===== config.mk =====
export PLATFORM = sky130hd
export DESIGN_NAME = vram_write_buffer
export DESIGN_NICKNAME = d
export VERILOG_FILES = /design/src/rtl/vram_pkg.sv /design/src/rtl/sync_fifo.sv /design/src/rtl/vram_write_buffer.sv
export SDC_FILE = /design/constraint.sdc
export NUM_CORES = 1
export LEC_CHECK = 0
export CORE_ASPECT_RATIO = 1.4
export CORE_MARGIN = 2
export CORE_UTILIZATION = 45
export CTS_CLUSTER_DIAMETER = 200
export CTS_CLUSTER_SIZE = 25
export DETAILED_ROUTE_END_ITERATION = 7
export PLACE_DENSITY_LB_ADDON = 0.3
export SYNTH_ARGS = -nofsm -noshare
export SYNTH_HDL_FRONTEND = slang
export SYNTH_SLANG_ARGS = --single-unit
export TNS_END_PERCENT = 5

===== constraint.sdc =====
create_clock -name clk -period 3.48 [get_ports clk]
set_clock_uncertainty 0.05 [all_clocks]
set_input_delay 0.696 -clock clk [delete_from_list [all_inputs] [get_ports clk]]
set_output_delay 0.696 -clock clk [all_outputs]
set_load 0.02 [all_outputs]

===== src/rtl/vram_pkg.sv =====
// Shared types and constants for the CPU-side VRAM write path.
package vram_pkg;

    localparam int unsigned VRAM_AW  = 12;
    localparam int unsigned OFFSET_W = 10;
    localparam int unsigned DATA_W   = 8;

    typedef enum logic [1:0] {
        REGION_PMF  = 2'd0,
        REGION_PMB  = 2'd1,
        REGION_NTBL = 2'd2,
        REGION_OBM  = 2'd3
    } region_e;

    localparam logic [VRAM_AW-1:0] PMF_BASE  = 12'h000;
    localparam logic [VRAM_AW-1:0] PMF_SIZE  = 12'h200;
    localparam logic [VRAM_AW-1:0] PMB_BASE  = 12'h200;
    localparam logic [VRAM_AW-1:0] PMB_SIZE  = 12'h200;
    localparam logic [VRAM_AW-1:0] NTBL_BASE = 12'h400;
    localparam logic [VRAM_AW-1:0] NTBL_SIZE = 12'h400;
    localparam logic [VRAM_AW-1:0] OBM_BASE  = 12'h800;
    localparam logic [VRAM_AW-1:0] OBM_SIZE  = 12'h100;

    typedef struct packed {
        region_e               region;
        logic [OFFSET_W-1:0]   offset;
        logic [DATA_W-1:0]     data;
    } vram_entry_t;

    localparam int unsigned ENTRY_W = $bits(vram_entry_t);

    typedef enum logic [1:0] {
        S_IDLE  = 2'd0,
        S_WAIT  = 2'd1,
        S_DRAIN = 2'd2
    } wb_state_e;

endpackage


===== src/rtl/sync_fifo.sv =====
// Generic synchronous FIFO with occupancy count; DEPTH must be a power of two.
module sync_fifo #(
    parameter int unsigned WIDTH = 8,
    parameter int unsigned DEPTH = 16
) (
    input  logic                     clk,
    input  logic                     rst,
    input  logic                     push,
    input  logic                     pop,
    input  logic [WIDTH-1:0]         wdata,
    output logic [WIDTH-1:0]         rdata,
    output logic [$clog2(DEPTH):0]   count
);

    localparam int unsigned PTR_W = $clog2(DEPTH);
    localparam int unsigned CNT_W = PTR_W + 1;

    logic [WIDTH-1:0] mem [DEPTH];
    logic [PTR_W-1:0] wr_ptr;
    logic [PTR_W-1:0] rd_ptr;
    logic             do_push;
    logic             do_pop;

    assign do_push = push && (count != CNT_W'(DEPTH));
    assign do_pop  = pop && (count != '0);
    assign rdata   = mem[rd_ptr];

    always_ff @(posedge clk or negedge rst) begin
        if (!rst) begin
            wr_ptr <= '0;
            rd_ptr <= '0;
            count  <= '0;
        end else begin
            if (do_push) wr_ptr <= wr_ptr + PTR_W'(1);
            if (do_pop)  rd_ptr <= rd_ptr + PTR_W'(1);
            count <= CNT_W'(count + CNT_W'(do_push) - CNT_W'(do_pop));
        end
    end

    // Storage needs no reset; only entries below count are ever observed.
    always_ff @(posedge clk) begin
        if (do_push) mem[wr_ptr] <= wdata;
    end

endmodule


===== src/rtl/vram_write_buffer.sv =====
// CPU-to-VRAM write buffer: decodes, queues and commits bytes only inside the writable window.
// Optional sticky drop status behind VRAM_WRITE_BUFFER_STATUS_EN.
module vram_write_buffer
    import vram_pkg::*;
#(
    parameter int unsigned DEPTH = 16,
    parameter int unsigned AW    = VRAM_AW
) (
    input  logic          clk,
    input  logic          rst,
    input  logic          cpu_wr_en,
    input  logic [AW-1:0] cpu_addr,
    input  logic [7:0]    cpu_data,
    output logic          cpu_ready,
    input  logic          writable,
    output logic          vram_we,
    output logic [1:0]    vram_region,
    output logic [9:0]    vram_offset,
    output logic [7:0]    vram_data,
    output logic [6:0]    pending
`ifdef VRAM_WRITE_BUFFER_STATUS_EN
    ,
    input  logic          status_clr,
    output logic [1:0]    status
`endif
);

    localparam int unsigned CNT_W = $clog2(DEPTH) + 1;

    logic [VRAM_AW-1:0]  addr;
    logic                in_range;
    region_e             dec_region;
    logic [OFFSET_W-1:0] dec_offset;
    logic                push;
    logic [CNT_W-1:0]    count;
    logic [ENTRY_W-1:0]  fifo_rdata;
    vram_entry_t         push_entry;
    vram_entry_t         head;
    vram_entry_t         last_q;
    vram_entry_t         shown;
    wb_state_e           state_q;
    wb_state_e           state_d;

    assign addr = VRAM_AW'(cpu_addr);

    // Region decode: each region matches when addr - base falls inside its size.
    always_comb begin
        in_range   = 1'b1;
        dec_region = REGION_PMF;
        dec_offset = '0;
        if (VRAM_AW'(addr - PMF_BASE) < PMF_SIZE) begin
            dec_region = REGION_PMF;
            dec_offset = OFFSET_W'(addr - PMF_BASE);
        end else if (VRAM_AW'(addr - PMB_BASE) < PMB_SIZE) begin
            dec_region = REGION_PMB;
            dec_offset = OFFSET_W'(addr - PMB_BASE);
        end else if (VRAM_AW'(addr - NTBL_BASE) < NTBL_SIZE) begin
            dec_region = REGION_NTBL;
            dec_offset = OFFSET_W'(addr - NTBL_BASE);
        end else if (VRAM_AW'(addr - OBM_BASE) < OBM_SIZE) begin
            dec_region = REGION_OBM;
            dec_offset = OFFSET_W'(addr - OBM_BASE);
        end else begin
            in_range = 1'b0;
        end
    end

    assign cpu_ready  = (count != CNT_W'(DEPTH));
    assign push       = cpu_wr_en && cpu_ready && in_range;
    assign push_entry = '{region: dec_region, offset: dec_offset, data: cpu_data};

    sync_fifo #(
        .WIDTH (ENTRY_W),
        .DEPTH (DEPTH)
    ) u_fifo (
        .clk   (clk),
        .rst   (rst),
        .push  (push),
        .pop   (vram_we),
        .wdata (push_entry),
        .rdata (fifo_rdata),
        .count (count)
    );

    assign head = vram_entry_t'(fifo_rdata);

    always_ff @(posedge clk or negedge rst) begin
        if (!rst) state_q <= S_IDLE;
        else      state_q <= state_d;
    end

    // DRAIN is entered a cycle after the window opens; commits are gated by writable directly.
    always_comb begin
        state_d = state_q;
        vram_we = 1'b0;
        case (state_q)
            S_IDLE: begin
                if (writable) state_d = (count != '0) ? S_DRAIN : S_WAIT;
            end
            S_WAIT: begin
                if (!writable)          state_d = S_IDLE;
                else if (count != '0)   state_d = S_DRAIN;
            end
            S_DRAIN: begin
                vram_we = writable && (count != '0);
                if (!writable)
                    state_d = S_IDLE;
                else if ((count == '0) || ((count == CNT_W'(1)) && !push))
                    state_d = S_WAIT;
            end
            default: state_d = S_IDLE;
        endcase
    end

    // Last committed entry is shown while the queue is empty.
    always_ff @(posedge clk or negedge rst) begin
        if (!rst)         last_q <= '0;
        else if (vram_we) last_q <= head;
    end

    assign shown       = (count != '0) ? head : last_q;
    assign vram_region = shown.region;
    assign vram_offset = shown.offset;
    assign vram_data   = shown.data;
    assign pending     = 7'(count);

`ifdef VRAM_WRITE_BUFFER_STATUS_EN
    always_ff @(posedge clk or negedge rst) begin
        if (!rst)            status <= '0;
        else if (status_clr) status <= '0;
        else                 status <= status | {cpu_wr_en && !in_range,
                                                 cpu_wr_en && in_range && !cpu_ready};
    end
`endif

endmodule


== Yosys cells after proc, flatten, opt, wreduce, memory -nomap -nowiden ==
Memory sizes are Yosys's and may differ from the RTL's.
Cells that the tools add are included.

* Add/sub/neg operators: 7
* $lt $le $gt $ge: 4
* Eq/ne operators: 7
* Mux-type cells: 23
* Reductions and logical operators: 12

{| class="wikitable"
|+ Operators with widths
! kind !! count
|-
| 2-to-1 mux 10 bit || 4
|-
| < comparator 12 x 10 -> 1 bit (second input constant) || 2
|-
| 2-to-1 mux 2 bit || 10
|-
| 2-to-1 mux 20 bit || 1
|-
| < comparator 12 x 11 -> 1 bit (second input constant) || 1
|-
| < comparator 12 x 9 -> 1 bit (second input constant) || 1
|-
| subtractor 12 x 10 -> 12 bit (second input constant) || 1
|-
| subtractor 12 x 11 -> 12 bit (second input constant) || 1
|-
| subtractor 12 bit (second input constant) || 1
|-
| adder 4 x 1 -> 4 bit (second input constant) || 2
|-
| 2-to-1 mux 1 bit || 7
|-
| logical AND 1 bit || 6
|-
| != test 3 bit (second input constant) || 2
|-
| case mux 2 bit (3 select lines) || 1
|-
| adder 5 x 1 -> 5 bit || 1
|-
| equality test 5 x 1 -> 1 bit (second input constant) || 1
|-
| logical NOT 5 bit || 1
|-
| != test 5 bit (second input constant) || 1
|-
| nonzero test 5 bit || 1
|-
| subtractor 5 x 1 -> 5 bit || 1
|-
| AND reduction 3 bit || 1
|-
| equality test 2 x 1 -> 1 bit (second input constant) || 1
|-
| equality test 2 bit (second input constant) || 1
|-
| logical NOT 2 bit || 1
|-
| 3 further kinds || 3
|}

* Bits in registers: 35
* Memory bits (writable): 320
* Bits of input ports: 24
* Output and inout bits: 29
* Logic and storage cells: 61
* Memories: 1

{| class="wikitable"
|+ Memory list
! name !! depth !! bits a word !! rd ports !! clocked after memory_dff !! wr ports !! line !! text
|-
| u_fifo.mem || 16 || 20 || 1 || 0 || 1 || sync_fifo.sv:18 || <nowiki>logic [WIDTH-1:0] mem [DEPTH];</nowiki>
|}

== Depth between registers and ports, before layout ==
Gate-level depths: netlist of the first run.

* Word-level depth: 13
* Gate-level depth with buffers: 16
* Depth with buffers taken out: 16

== By module ==
From an unflattened synthesis of the first run, not the netlist that was laid out.

* Cell total of the unflattened synthesis: 779
* Area, all modules: 14542.7 um^2

{| class="wikitable"
|+ By module, submodules not included
! module !! times used !! cells each !! area each (um^2) !! sequential area each (um^2)
|-
| sync_fifo || 1 || 663 || 13142.6 || 9934.5
|-
| vram_write_buffer || 1 || 116 || 1400.1 || 550.5
|}

== Least setup slack after synthesis of the first run ==
OpenSTA, ideal clock, no wires.

* Path kind: input to register
* From: input cpu_addr[9]
* To: memory u_fifo.mem[3][0] in the netlist's numbering (enable)
* Library setup time: 0.422 ns
* Data arrival time: 3.043 ns
* Data required time: 3.008 ns
* Path slack: -0.035 ns
* Cell stages on the path: 7
* Cells stage by stage: inv_1 -> ha_1 -> and3_1 -> o21ai_0 -> a21oi_1 -> nand2_1 -> nor3_1

* Cells in the longest elaborated chain, start to end: 10
* Elaborated cells between the ends (all ways): 15
* Those cells by class: 3 x add/sub; 4 x order compare; 6 x mux; 2 x reduce/logical

{| class="wikitable"
|+ RTL lines
! element !! line !! text
|-
| from (decl) || vram_write_buffer.sv:12 || <nowiki>input logic [AW-1:0] cpu_addr,</nowiki>
|-
| subtractor 12 bit || n/a ||
|-
| < comparator 12 x 9 -> 1 bit || vram_write_buffer.sv:60 || <nowiki>end else if (VRAM_AW'(addr - OBM_BASE) < OBM_SIZE) begin</nowiki>
|-
| 2-to-1 mux 1 bit || vram_write_buffer.sv:60 ||
|-
| 2-to-1 mux 1 bit || vram_write_buffer.sv:57 || <nowiki>end else if (VRAM_AW'(addr - NTBL_BASE) < NTBL_SIZE) begin</nowiki>
|-
| 2-to-1 mux 1 bit || vram_write_buffer.sv:54 || <nowiki>end else if (VRAM_AW'(addr - PMB_BASE) < PMB_SIZE) begin</nowiki>
|-
| 2-to-1 mux 1 bit * || vram_write_buffer.sv:51 || <nowiki>if (VRAM_AW'(addr - PMF_BASE) < PMF_SIZE) begin</nowiki>
|-
| logical AND 1 bit * || vram_write_buffer.sv:69 || <nowiki>assign push = cpu_wr_en && cpu_ready && in_range;</nowiki>
|-
| logical AND 1 bit * || sync_fifo.sv:24 || <nowiki>assign do_push = push && (count != CNT_W'(DEPTH));</nowiki>
|-
| 2-to-1 mux 1 bit * || sync_fifo.sv:42 || <nowiki>if (do_push) mem[wr_ptr] <= wdata;</nowiki>
|-
| 2-to-1 mux 1 bit (implied by the code) * || sync_fifo.sv:42 ||
|-
| to (decl) || sync_fifo.sv:18 ||
|}

Mark *: on every way between the ends. The rest lies on a longest branch, timed or not.

== Worst setup path after layout of the first run ==
* From: register u_fifo.rd_ptr[0]
* To: output vram_data[2]

* Cells in the longest elaborated chain, start to end: 2

{| class="wikitable"
|+ RTL lines
! element !! line !! text
|-
| from (decl) || sync_fifo.sv:20 || <nowiki>logic [PTR_W-1:0] rd_ptr;</nowiki>
|-
| from (signal assigned) || sync_fifo.sv:35 || <nowiki>if (do_pop) rd_ptr <= rd_ptr + PTR_W'(1);</nowiki>
|-
| memory (16 x 20 bit) || n/a ||
|-
| 2-to-1 mux 20 bit || vram_write_buffer.sv:121 || <nowiki>assign shown = (count != '0) ? head : last_q;</nowiki>
|-
| to (decl) || vram_write_buffer.sv:19 || <nowiki>output logic [7:0] vram_data,</nowiki>
|}

No other way between the ends.

==> run metrics, run 1 <==
status completed; Inst Count DP 1,194; Primary FF master, synth edfxtp_1; Fillers 2,365; Synth area leader edfxtp_1; #FFs+latches synth 355; drt drc 0; synth top area cells edfxtp_1, mux4_2, dfrtp_1; Die ar. around 33,000 um^2; CTS root buf clkbuf_16; CTS Hold Bufs 0; drt first pass iters 5; CTS tree built; DRT iter0 DRCs 611; IO Port Bufs 50; Async S/R FF share, synth 9.86%; Num CTS Buffers 18; post-layout util 52.8%; fin worst setup slack 0.0452 ns; worst-margin pin slew 1.01 ns; Final Power 12.5 mW; layout cells sized above 1 around 26%; Post-synth EDFFs 320; WP data required 2.73 ns; final worst-path cycle share 98.7%; CTS Sinks 355; cells after synthesis around 750; vias in the first global route 7,196; startpoint types flip-flop; IO Pins between 50 and 60; Post-Syn Area 14,200 um^2; core area 30,900 um^2; r2r startpoint u_fifo.count[2]; reg2reg path depth 16; critical path data arrival time roughly 2.7 ns; # rows 76; most frequent cell after synthesis edfxtp_1; CP Max Fanout 14; final hold vios 0; Ant. Diodes 0; htree depth 1; DR WL/cell about 24 um; area of the multi-input gates 3540 um^2; first-pass GRT wire length 44,400 um; DPL Wire Length 17,100 um; Final #Nets 870; Worst-Skew Late Latency 0.51 ns; critical path class reg -> out; non-filler instance count after layout 1,235; Bufs on Longest Clock Path 3; maximum VDD drop about 0.34 mV; Post-Place Cell Area 15,600 um^2; fmax just under 300 MHz; MaxCap Viol Count 0; top cells by count, synth edfxtp_1, mux4_2, nand2_1, o21ai_1, dfrtp_1; Worst-path clk slew 0.10 ns; fin crit period 3.43 ns; Routed WL 29,400 um; design area 16,300 um^2; antenna viol nets, final 0; Die H 214 um; gr usage total 18.0%; CP max stage cell mux4_2; Slew Limit Fails 0; synthesized area per cell 19.0 um^2; register area 10,500 um^2; Horiz. Die Dim about 150 um; Critical Path Sink Type output pin; worst slack, placed between 0.15 and 0.2 ns; unrepaired setup endpoints after global routing true; sequential area share after synthesis about three quarters; Leak 5.50 nW; Ys Warns 0; relative slew slack 32.7%; setup violators final 0; Initial Util between 40% and 50%; Placer Congestion 0.735; critical-path cell list bufbuf_16, mux4_2, mux2_2, a21oi_1, o21ai_1, dlygate4sd2_1; Synth-to-Final Area Change 15.0%; Netlist cell types 35; share of Yosys cell area claimed by the top area cell type around two thirds; Worst Hold Class in -> async; number of vias per cell 5.58; pwr dens 767 nW/um^2; max incr delay on CP 0.51 ns; DR vias between 6,000 and 7,000; Worst Setup SP u_fifo.rd_ptr[0]; total grt overflow 0; pin count of the biggest net entering global routing 44; initial antenna violation count 0
[logic make-up after synthesis]
kind of cell / after synthesis / synth area share [%]
simple gates: 118 / 3.90
xor+xnor: 11 / 0.679
mux: 120 / 15.7
buf+inv: 56 / 1.95
other cells: 1 / 0.0264
flops: 355 / 73.9
fa+ha+maj: 13 / 1.20
compound gates: 74 / 2.69
[metal layers]
layer  GRT usage [%]  up-vias  part of all wire (%)  routed length, um
met4            4.24        0                   1.7                503
met3            1.72       30                   3.8               1110
met1            23.8     3594                    42              12300
met5               0        -                     0                  0
li1                -     3107                     -                  -
met2            32.2      164                    53              15500
[flip-flops by register name, indices dropped and copies added, names as in the netlist]
signal         cells
u_fifo.wr_ptr      4
last_q            20
u_fifo.count       5
u_fifo.mem       320
u_fifo.rd_ptr      4
state_q            2
[where the power goes]
group,internal [mW],total (mW),switching [mW],leakage (nW)
clock network,1.05,2.33,1.28,0.258
registers,5.10,5.35,0.257,3.34
logic,2.34,4.84,2.50,1.90
total,8.48,12.5,4.04,5.50
[placed cells by master (no fill, tap or decap), types with 3 or more instances in the layout]
cell / n
xnor2_1: 9
clkdlybuf4s50_1: 29
edfxtp_1: 320
o21ai_0: 5
a21oi_1: 9
nand2_1: 49
clkdlybuf4s15_2: 4
a21oi_4: 3
ha_1: 12
buf_16: 4
buf_4: 29
clkbuf_16: 20
dfrtp_1: 32
and3_1: 16
nand3_1: 3
mux2i_1: 18
and2_1: 10
a21oi_2: 14
buf_2: 6
clkbuf_1: 12
nor2b_1: 3
o21ai_1: 37
inv_1: 15
mux4_2: 80
clkbuf_2: 7
mux2_2: 20
buf_12: 18
nor2_1: 28
[worst paths after layout]
kind / to / slack, ns
setup / recovery: vram_data[2] / 0.05
hold reg to reg: last_q[4] / 0.44
setup reg to reg: u_fifo.count[4] / 0.73
max in group asynchronous: u_fifo.rd_ptr[0] / 2.33
min in group clk: last_q[4] / 0.44
hold / removal: u_fifo.count[3] / 0.28
[through the flow]
| stage | hold slack (ns) | TNS (ns) |
|---|---|---|
| after CTS | 0.292 | -0.368 |
| after global routing | 0.338 | -0.169 |
| after floorplan | 0.350 | 0 |
| final | 0.278 | 0 |
| after global placement | 0.416 | 0 |
| after detailed placement | 0.425 | 0 |
[layout make-up]
class	instances	area share, %
Clock buffer	31	3.19
Clock inverter	1	0.123
Inverter	16	0.368
Multi-Input combinational cell	338	21.7
Sequential cell	355	64.3
Tap cell	390	2.99
Timing Repair Buffer	104	7.32
[critical path: cells and delay by family (launching register included)]
| family | cells | cell delay [ns] |
|---|---|---|
| AOI/OAI and AO/OA | 2 | 0.25 |
| muxes | 2 | 0.79 |
| DFF | 1 | 0.48 |
| buffers and inverters | 2 | 0.66 |
[timing repair]
action,in CTS,in global routing
setup endpoints to repair,20,18
gates resized for setup,56,31
gates cloned,2,1
setup buffers,4,2
(Power assumes the default switching activity.)
==> run 2: changes to the inputs <==
--- a/config.mk
+++ b/config.mk
@@ -12,6 +12,7 @@
 export CTS_CLUSTER_SIZE = 25
 export DETAILED_ROUTE_END_ITERATION = 7
 export PLACE_DENSITY_LB_ADDON = 0.3
+export SKIP_LAST_GASP = 1
 export SYNTH_ARGS = -nofsm -noshare
 export SYNTH_HDL_FRONTEND = slang
 export SYNTH_SLANG_ARGS = --single-unit
==> run 2 against run 1 <==
  * The flow now finishes with violations (negative setup slack)
  * Worst hold slack lost 0.013 ns
  * Die area is the same
  * Cell area down 0.55%
  * Global-route usage hardly changed
  * Sequential share of layout area is 0.36 points higher
  * Register-to-register slack about the same
  * Critical path depth grew 1
  * Via count is 0.23% higher
  * Clock power is essentially flat
  * First-iteration DRC count rose by 10%
  * Maximum frequency fell by 5.3%
  * Critical endpoint is now vram_region[1]
==> run metrics, run 2 (synthesized netlist as in run 1, its figures left out) <==
non-filler instance count after layout 1,233 (-0.16%); CTS tree built; Die ar. 33,000 um^2 (unchanged); DPL Wire Length 17,100 um (unchanged); sequential power share 43.5% (+0.7 points); Routed WL 29,200 um (-0.76%); maximum VDD drop 0.319 mV (-5.7%); initial antenna violation count 0 (unchanged); commonest non-fill, non-tap cell in the layout edfxtp_1; first-pass GRT wire length 44,300 um (-0.11%); CTS root buf clkbuf_16; Synth-to-Final Area Change 14.4%; worst-margin pin slew 0.978 ns (-0.0317 ns); htree depth 1 (unchanged); status finished with violations; clock network fraction of total power 18.9% (+0.3 points); Worst Setup SP u_fifo.rd_ptr[0]; Int Pwr 8.42 mW (-0.77%); relative slew slack 34.8% (+2.1 points); Inst Count DP 1,194 (unchanged); critical path data arrival time 2.88 ns (+0.19 ns); antenna viol nets, final 0 (unchanged); r2r startpoint u_fifo.count[2]; Ant. Diodes 0 (unchanged); CTS Hold Bufs 0 (unchanged); DRT iter0 DRCs 672 (+10%); sw frac 31.7% (-0.54 points); gr usage total 17.9% (-0.037 points); Placer Congestion 0.735 (unchanged); total grt overflow 0 (unchanged); critical path class reg -> out; Worst Hold Class in -> async; FF-to-FF End u_fifo.count[4]; Horiz. Die Dim 154 um (unchanged); fin worst setup slack -0.148 ns (-0.194 ns); max FFs per register 320 (unchanged); end of the critical path vram_region[1]; failing checks negative setup slack; most frequent cells in the layout edfxtp_1, mux4_2, nand2_1; final worst-path cycle share 104% (+5.6 points); fin crit period 3.63 ns (+0.194 ns); DR WL/cell 23.6 um (-0.60%); MaxCap Viol Count 0 (unchanged); largest reg by FF count u_fifo.mem; TNS Setup -1.42 ns (-1.42 ns); reg2reg path depth 16 (unchanged); Leak 5.50 nW (about the same); Num CTS Buffers 18 (unchanged); setup violators final 16 (+16); Switch Pwr 3.91 mW (-3.2%); Critical Path Sink Type output pin; layout cells sized above 1 21.9% (-3.7 points); IO Port Bufs 50 (unchanged); unrepaired setup endpoints after global routing true; pin count of the biggest net entering global routing 44 (unchanged); CP Max Fanout 14 (unchanged); core area 30,900 um^2 (unchanged); final hold vios 0 (unchanged); Largest regs u_fifo.mem x320, last_q x20, u_fifo.count x5; Die H 214 um (unchanged); DR vias 6,911 (+0.23%); WP data required 2.73 ns (about the same); Worst-path clk slew 0.10 ns (about the same); CTS Sinks 355 (unchanged); Initial Util 45.9% (unchanged); drt first pass iters 4 (-1); startpoint types flip-flop; pwr dens 759 nW/um^2 (-1.0%); Bufs on Longest Clock Path 3 (unchanged); number of vias per cell 5.61 (+0.39%); drt drc 0 (unchanged); # rows 76 (unchanged); fmax 276 MHz (-5.3%); IO Pins 53 (unchanged); r2r setup slk 0.72 ns (about the same); Slew Limit Fails 0 (unchanged); Final #Nets 868 (-0.23%); logic gate share of total power 37.6% (-1.0 points); vias in the first global route 7,188 (-0.11%); Worst-Skew Late Latency 0.51 ns (about the same)
run 2: timing repair:
action / in CTS / in global routing
gates resized for setup: 23 / 4
pin swaps: 0 / 0
cloned: 2 / 0
endpoints found under the hold margin: 0 / 0
endpoints found under the setup margin: 20 / 20
buffers inserted: 4 / 1
run 2: worst max-delay path: stages (launching register included):
cell and delay [ns]:
dfrtp_4 0.51, buf_4 0.14, bufbuf_16 0.30, mux4_2 0.50
mux2_2 0.28, a21oi_2 0.23, o21ai_1 0.08, dlygate4sd2_1 0.32
run 2: how the worst min path moves through the flow:
stage | from | end | slack, ns
global route | rst | u_fifo.count[3] | 0.34
detailed placement | last_q[7] | last_q[7] | 0.42
CTS | rst | u_fifo.count[0] | 0.29
finish | rst | u_fifo.count[3] | 0.26
global placement | last_q[8] | last_q[8] | 0.42
floorplan | rst | last_q[0] | 0.35
run 2: through the flow:
step           utilization [%]  total power [mW]  area (um^2)  hold WS (ns)  worst slack, ns
6_report                  52.5              12.3        16200         0.265           -0.148
5_1_grt                   52.5              13.0        16200         0.338           -0.258
4_1_cts                   52.5              12.5        16200         0.292           -0.191
3_5_place_dp              50.4              10.1        15600         0.425            0.180
3_3_place_gp              50.4              10.1        15600         0.416            0.212
2_1_floorplan                -              8.43        14200         0.350            0.559
run 2: power by group through the flow:
stage / registers [mW] / clock network, mW / logic (mW)
after floorplan: 5.36 / 0 / 3.07
after global placement: 5.44 / 0 / 4.61
after detailed placement: 5.46 / 0 / 4.64
after CTS: 5.37 / 2.39 / 4.71
after global routing: 5.41 / 2.51 / 5.04
final: 5.36 / 2.33 / 4.63
run 2: area by class of cell:
type | count | area [um^2]
Sequential cell | 355 | 10500
Tap cell | 390 | 488
Clock inverter | 1 | 20.0
Multi-Input combinational cell | 338 | 3470
Inverter | 16 | 60.1
Fill cell | 2390 | 14700
Clock buffer | 31 | 520
Timing Repair Buffer | 102 | 1180
run 2: routing by layer:
layer	vias up	wire [um]	global-route usage (%)
li1	3108	-	-
met1	3628	12100	23.9
met2	147	15400	32.3
met3	28	1160	1.48
met4	0	491	3.99
met5	-	0	0
